### src/rtl/ow_apb_bridge.sv
// APB3 slave bridging a CPU to the One-Wire PHY through TX/RX byte FIFOs; optional irq via OW_APB_IRQ_EN.
// Latency: register writes/pops commit on the edge ending the access; wr_phy_fifo_empty and irq lag state by one cycle.
// Backpressure: zero wait states; a full TX FIFO or empty RX FIFO answers with pslverr; a full RX FIFO drops PHY bytes and sets rx_ovf.

// Generic show-ahead byte FIFO with synchronous flush.
// Latency: a pushed entry is visible at the head the cycle after the push edge.
// Backpressure: push while full is dropped unless a pop frees a slot in the same cycle; pop while empty is ignored.
module ow_fifo #(
    parameter int W     = 8,
    parameter int DEPTH = 16,
    parameter int AW    = 4
) (
    input  logic          clk,
    input  logic          rst_n,
    input  logic          flush,
    input  logic          push,
    input  logic [W-1:0]  push_dat,
    input  logic          pop,
    output logic [W-1:0]  head_dat,
    output logic [AW:0]   level,
    output logic          full,
    output logic          empty
);
    logic [W-1:0] mem [DEPTH];
    logic [AW-1:0] wp;
    logic [AW-1:0] rp;
    logic push_ok;
    logic pop_ok;

    // Pop needs data; push needs a slot, which a same-cycle pop provides.
    always_comb begin
        empty    = (level == '0);
        full     = (level == (AW+1)'(DEPTH));
        pop_ok   = pop && !empty;
        push_ok  = push && (!full || pop_ok);
        head_dat = mem[rp];
    end

    // Pointer and level bookkeeping; flush overrides any concurrent push or pop.
    always_ff @(posedge clk or negedge rst_n) begin
        if (!rst_n) begin
            wp    <= '0;
            rp    <= '0;
            level <= '0;
        end else if (flush) begin
            wp    <= '0;
            rp    <= '0;
            level <= '0;
        end else begin
            if (push_ok) wp <= wp + 1'b1;
            if (pop_ok)  rp <= rp + 1'b1;
            if (push_ok && !pop_ok)      level <= level + 1'b1;
            else if (!push_ok && pop_ok) level <= level - 1'b1;
        end
    end

    // Storage array; contents are meaningless whenever level is 0, so no reset.
    always_ff @(posedge clk) begin
        if (push_ok && !flush) mem[wp] <= push_dat;
    end
endmodule

module ow_apb_bridge #(
    parameter int PHY_FIFO_WIDTH = 8,
    parameter int FIFO_DEPTH     = 16,
    parameter int FIFO_AW        = 4,
    parameter int APB_AW         = 4
) (
    input  logic                      clk,
    input  logic                      rst_n,
    input  logic                      psel,
    input  logic                      penable,
    input  logic                      pwrite,
    input  logic [APB_AW-1:0]         paddr,
    input  logic [31:0]               pwdata,
    output logic [31:0]               prdata,
    output logic                      pready,
    output logic                      pslverr,
    output logic                      wr_phy_fifo_empty,
    input  logic                      wr_phy_fifo_en,
    output logic [PHY_FIFO_WIDTH-1:0] wr_phy_fifo_data,
    input  logic                      rd_phy_fifo_en,
    input  logic [PHY_FIFO_WIDTH-1:0] rd_phy_fifo_data,
    output logic                      irq
);
    localparam int LW = FIFO_AW + 1;

    logic        access;
    logic [1:0]  reg_sel;
    logic        tx_push, tx_flush, rx_pop, rx_flush, ovf_clr, ovf_set;
    logic [PHY_FIFO_WIDTH-1:0] tx_head, rx_head, hold_q;
    logic [LW-1:0] tx_level, rx_level;
    logic        tx_full, tx_empty, rx_full, rx_empty;
    logic        rx_ovf;
    logic [1:0]  irq_en;
    logic [31:0] status;
    logic        unused_bits;

    assign pready      = 1'b1;
    assign unused_bits = ^{pwdata, paddr};

    // Decode the access cycle into FIFO strobes and CTRL actions.
    always_comb begin
        access   = psel && penable;
        reg_sel  = paddr[3:2];
        tx_push  = access && pwrite && (reg_sel == 2'd0);
        rx_pop   = access && !pwrite && (reg_sel == 2'd1);
        tx_flush = access && pwrite && (reg_sel == 2'd3) && pwdata[8];
        rx_flush = access && pwrite && (reg_sel == 2'd3) && pwdata[9];
        ovf_clr  = access && pwrite && (reg_sel == 2'd3) && pwdata[10];
        // A full RX FIFO drops the byte unless a same-cycle CPU pop frees a slot.
        ovf_set  = rd_phy_fifo_en && rx_full && !rx_pop && !rx_flush;
    end

    ow_fifo #(.W(PHY_FIFO_WIDTH), .DEPTH(FIFO_DEPTH), .AW(FIFO_AW)) u_tx_fifo (
        .clk      (clk),
        .rst_n    (rst_n),
        .flush    (tx_flush),
        .push     (tx_push),
        .push_dat (pwdata[PHY_FIFO_WIDTH-1:0]),
        .pop      (wr_phy_fifo_en),
        .head_dat (tx_head),
        .level    (tx_level),
        .full     (tx_full),
        .empty    (tx_empty)
    );

    ow_fifo #(.W(PHY_FIFO_WIDTH), .DEPTH(FIFO_DEPTH), .AW(FIFO_AW)) u_rx_fifo (
        .clk      (clk),
        .rst_n    (rst_n),
        .flush    (rx_flush),
        .push     (rd_phy_fifo_en),
        .push_dat (rd_phy_fifo_data),
        .pop      (rx_pop),
        .head_dat (rx_head),
        .level    (rx_level),
        .full     (rx_full),
        .empty    (rx_empty)
    );

    // Show-ahead head while data exists, otherwise hold the last presented byte.
    assign wr_phy_fifo_data = tx_empty ? hold_q : tx_head;

    // Remember the presented byte and register the empty flag from the level.
    always_ff @(posedge clk or negedge rst_n) begin
        if (!rst_n) begin
            hold_q            <= '0;
            wr_phy_fifo_empty <= 1'b1;
        end else begin
            hold_q            <= wr_phy_fifo_data;
            wr_phy_fifo_empty <= (tx_level == '0);
        end
    end

    // Sticky overflow flag; a new overflow beats a concurrent clear.
    always_ff @(posedge clk or negedge rst_n) begin
        if (!rst_n)       rx_ovf <= 1'b0;
        else if (ovf_set) rx_ovf <= 1'b1;
        else if (ovf_clr) rx_ovf <= 1'b0;
    end

`ifdef OW_APB_IRQ_EN
    // Interrupt enables live in CTRL[1:0]; irq is a registered level.
    always_ff @(posedge clk or negedge rst_n) begin
        if (!rst_n) begin
            irq_en <= 2'b00;
            irq    <= 1'b0;
        end else begin
            if (access && pwrite && (reg_sel == 2'd3)) irq_en <= pwdata[1:0];
            irq <= (irq_en[0] && !rx_empty) || (irq_en[1] && tx_empty) || rx_ovf;
        end
    end
`else
    assign irq_en = 2'b00;
    assign irq    = 1'b0;
`endif

    // STATUS word: flags in the low byte, zero-extended levels above.
    always_comb begin
        status = '0;
        status[0] = tx_empty;
        status[1] = tx_full;
        status[2] = rx_empty;
        status[3] = rx_full;
        status[4] = rx_ovf;
        status[8 +: LW]  = tx_level;
        status[16 +: LW] = rx_level;
    end

    // Combinational read data and error response, only during the access cycle.
    always_comb begin
        prdata  = '0;
        pslverr = 1'b0;
        if (access) begin
            if (pwrite) begin
                // A same-cycle PHY pop frees a slot, so the write is accepted.
                if (reg_sel == 2'd0 && tx_full && !wr_phy_fifo_en) pslverr = 1'b1;
            end else begin
                case (reg_sel)
                    2'd1: begin
                        if (rx_empty) pslverr = 1'b1;
                        else          prdata[PHY_FIFO_WIDTH-1:0] = rx_head;
                    end
                    2'd2:    prdata = status;
                    2'd3:    prdata[1:0] = irq_en;
                    default: prdata = '0;
                endcase
            end
        end
    end
endmodule

### config.mk
export PLATFORM = sky130hd
export DESIGN_NAME = ow_apb_bridge
export DESIGN_NICKNAME = d
export VERILOG_FILES = /design/src/rtl/ow_apb_bridge.sv
export SDC_FILE = /design/constraint.sdc
export NUM_CORES = 1
export LEC_CHECK = 0
export ABC_AREA = 1
export CAP_MARGIN = 15
export CORE_ASPECT_RATIO = 1.4
export CORE_UTILIZATION = 63
export DETAILED_ROUTE_END_ITERATION = 8
export PLACE_DENSITY = 0.85
export SLEW_MARGIN = 20
export SYNTH_ARGS = -nofsm -noshare
export SYNTH_HDL_FRONTEND = slang
export SYNTH_SLANG_ARGS = --single-unit
### constraint.sdc
create_clock -name clk -period 4 [get_ports clk]
set_input_delay 0.8 -clock clk [delete_from_list [all_inputs] [get_ports clk]]
set_output_delay 0.8 -clock clk [all_outputs]
set_load 0.05 [all_outputs]
==> results.json <==
{
  "worstPathRequired_ns": 3.20,
  "layout_worst_path_cycle_share_pct": 90.4,
  "io_pins": 95,
  "vias": 8933,
  "cts_buffers": 26,
  "syn_area_per_cell_um2": 10.9,
  "fill_cells": 1300,
  "hp-class": "input pin to asynchronous set/reset pin",
  "p_leak_nw": 5.66,
  "place_area_um2": 13700,
  "initial_core_util_pct": 64.8,
  "crit_path_start_kind": "input pin",
  "core_area_um2": 20100,
  "finalCriticalPeriod_ns": 3.62,
  "setup_ws_ns": 0.385,
  "io_buffers": 55,
  "cts_resized": 0,
  "antenna_found_initial": 0,
  "layout_common_cells": "edfxtp_1, nand2_1, nor2_1, nand3_1, inv_1",
  "slew_viol_final": 0,
  "cp-startpoint": "paddr[3]",
  "power_density_nw_per_um2": 688,
  "rsz0062_at_grt": "no",
  "cts_tree": "yes",
  "drtPass1Iterations": 5,
  "fp.dieW_um": 123,
  "rows": 61,
  "grt_pass1_wl_um": 43800,
  "ys_seq_area_share_pct": 66.1,
  "final.setup.tns_ns": 0,
  "p_int_mw": 6.09,
  "design_area_um2": 14500,
  "wire_per_inst_um": 18.7,
  "critPathKind": "input pin to primary output",
  "vias_per_cell": 5.85,
  "finalSetupViolCount": 0,
  "rr_startpoint": "u_rx_fifo.level[1]",
  "drc_errors": 0,
  "num_antenna_cells": 0,
  "dpl.hpwl_um": 18300,
  "synth_seq_cells": 292,
  "routed_wirelength_um": 28500,
  "gp_congestion": 0.888,
  "fin_skew_ns": 0.00688,
  "grt_remaining_overflow": 0,
  "status": "completed",
  "drive_gt1_share_pct": 10.4,
  "mostFrequentLayoutCell": "edfxtp_1",
  "net-switching-power_mw": 3.88,
  "grt_max_degree": 69,
  "stdcell_count": 1528,
  "combPwrFrac_pct": 37.6,
  "cts.sinks": 292,
  "drtIter0Drc": 750,
  "drv_cap": 0,
  "cts_setup_buffers": 0,
  "crit_fanout": 3,
  "ir_worst_vdd_v": 0.00106,
  "preCtsSetupSlack_ns": 0.390,
  "die_y_um": 172,
  "netSwitchingFraction_pct": 38.9,
  "antenna_left": 0,
  "synth_cells": 1197,
  "hold_viol_final": 0,
  "final_core_util_pct": 72.2,
  "clk_pin_slew_ns": 0.06,
  "clkLatencyLatePin_ns": 0.53,
  "grt_pass1_vias": 8791,
  "relSlewSlack_pct": 41.4,
  "end_kind": "primary output",
  "cts.path.max_buffers": 3,
  "htreeDepth": 1,
  "clkPwrFrac_pct": 24.1,
  "cts-root-buf": "clkbuf_16",
  "arrival_ns": 2.82,
  "syn_area_um2": 13000,
  "tightestPinTransition_ns": 0.874,
  "pwr-share-seq_pct": 38.3,
  "syn2layout_area_growth_pct": 11.5,
  "synth_cell_types": 37,
  "fmax_ghz": 0.277,
  "num-nets-final": 1329,
  "track_usage_pct": 27.8,
  "yosysWarnings": 0,
  "holdBufCountCts": 0,
  "ff2ff_path_depth": 8,
  "die-area_um2": 21200,
  "place_inst": 1480
}
==> metal layers <==
layer | global-route usage (%) | vias to the layer above | share of wire (%)
li1 | - | 4155 | -
met1 | 29.5 | 4265 | 34
met2 | 52.3 | 412 | 54
met3 | 3.23 | 101 | 6.1
met4 | 15.8 | 0 | 5.3
met5 | 0 | - | 0
==> worst max-delay path, stage by stage <==
cell and delay (ns):
clkdlybuf4s50_1 0.46, inv_1 0.10, ha_1 0.16, inv_1 0.07, nor3_4 0.21, nand2_1 0.09, o21ai_0 0.08, clkdlybuf4s50_1 0.85
==> final timing paths <==
| path | to | slack [ns] |
|---|---|---|
| max in group asynchronous | u_tx_fifo.rp[0] | 3.06 |
| min in group clk | rx_ovf | 0.50 |
| min reg2reg | rx_ovf | 0.50 |
| min | u_tx_fifo.level[0] | 0.37 |
| max | pslverr | 0.38 |
| max reg2reg | u_rx_fifo.mem[10][5] | 1.67 |
==> through the flow <==
step	hold slack [ns]	total power, mW
finish	0.367	9.97
detailed placement	0.466	7.55
floorplan	0.464	6.54
global placement	0.461	7.42
CTS	0.395	9.95
global route	0.437	10.5
==> sequential cells by signal, summed over array words and instances (netlist names) <==
register and cells:
u_rx_fifo.mem 128, u_tx_fifo.mem 128, hold_q 8, u_rx_fifo.level 5, u_tx_fifo.level 5, u_rx_fifo.rp 4, u_rx_fifo.wp 4, u_tx_fifo.rp 4
u_tx_fifo.wp 4, rx_ovf 1, wr_phy_fifo_empty 1
==> cell type report <==
cell class	instances	area, um^2	area share (%)
flip-flops and latches	292	8590	59.3
multi-input cells	744	3650	25.2
clock buffers	33	698	4.82
repair buffers	82	696	4.80
inverters	110	413	2.85
well taps	252	315	2.18
clock inverters	15	126	0.872
==> cells by family after synthesis <==
family	count (synthesis)	share of synthesized area (%)
and+or+nand+nor	529	17.3
DFF	292	66.1
buffers and inverters	175	6.26
AOI/OAI and AO/OA	171	7.65
adders and majority gates	22	2.23
xor gates and xnor gates	6	0.404
other	2	0.0578
==> cells in the mapped netlist (all sizes together) <==
| cell type | instances | area, um^2 |
|---|---|---|
| fa | 2 | 40.0 |
| xor2 | 6 | 52.6 |
| clkinv | 7 | 26.3 |
| edfxtp | 256 | 7690 |
| dfstp | 1 | 26.3 |
| clkbuf | 11 | 43.8 |
| nand4 | 5 | 31.3 |
| ha | 20 | 250 |
| a32o | 1 | 10.0 |
| nand2 | 237 | 930 |
| conb | 2 | 7.51 |
| inv | 103 | 387 |
| o21ai | 104 | 521 |
| buf | 54 | 357 |
| nor2 | 184 | 738 |
| a21oi | 20 | 126 |
| o21a | 2 | 15.0 |
| nor3 | 4 | 31.3 |
| o211ai | 38 | 285 |
| dfrtp | 35 | 876 |
| o22ai | 6 | 37.5 |
| nand3 | 99 | 523 |
==> power groups by stage <==
| stage | Sequential (mW) | Clock [mW] | Combinational, mW |
|---|---|---|---|
| 2_1_floorplan | 3.83 | 0 | 2.71 |
| 3_3_place_gp | 3.86 | 0 | 3.56 |
| 3_5_place_dp | 3.87 | 0 | 3.67 |
| 4_1_cts | 3.81 | 2.42 | 3.71 |
| 5_1_grt | 3.85 | 2.54 | 4.09 |
| 6_report | 3.82 | 2.41 | 3.75 |
Note: power is estimated with default switching activity, not from simulation.
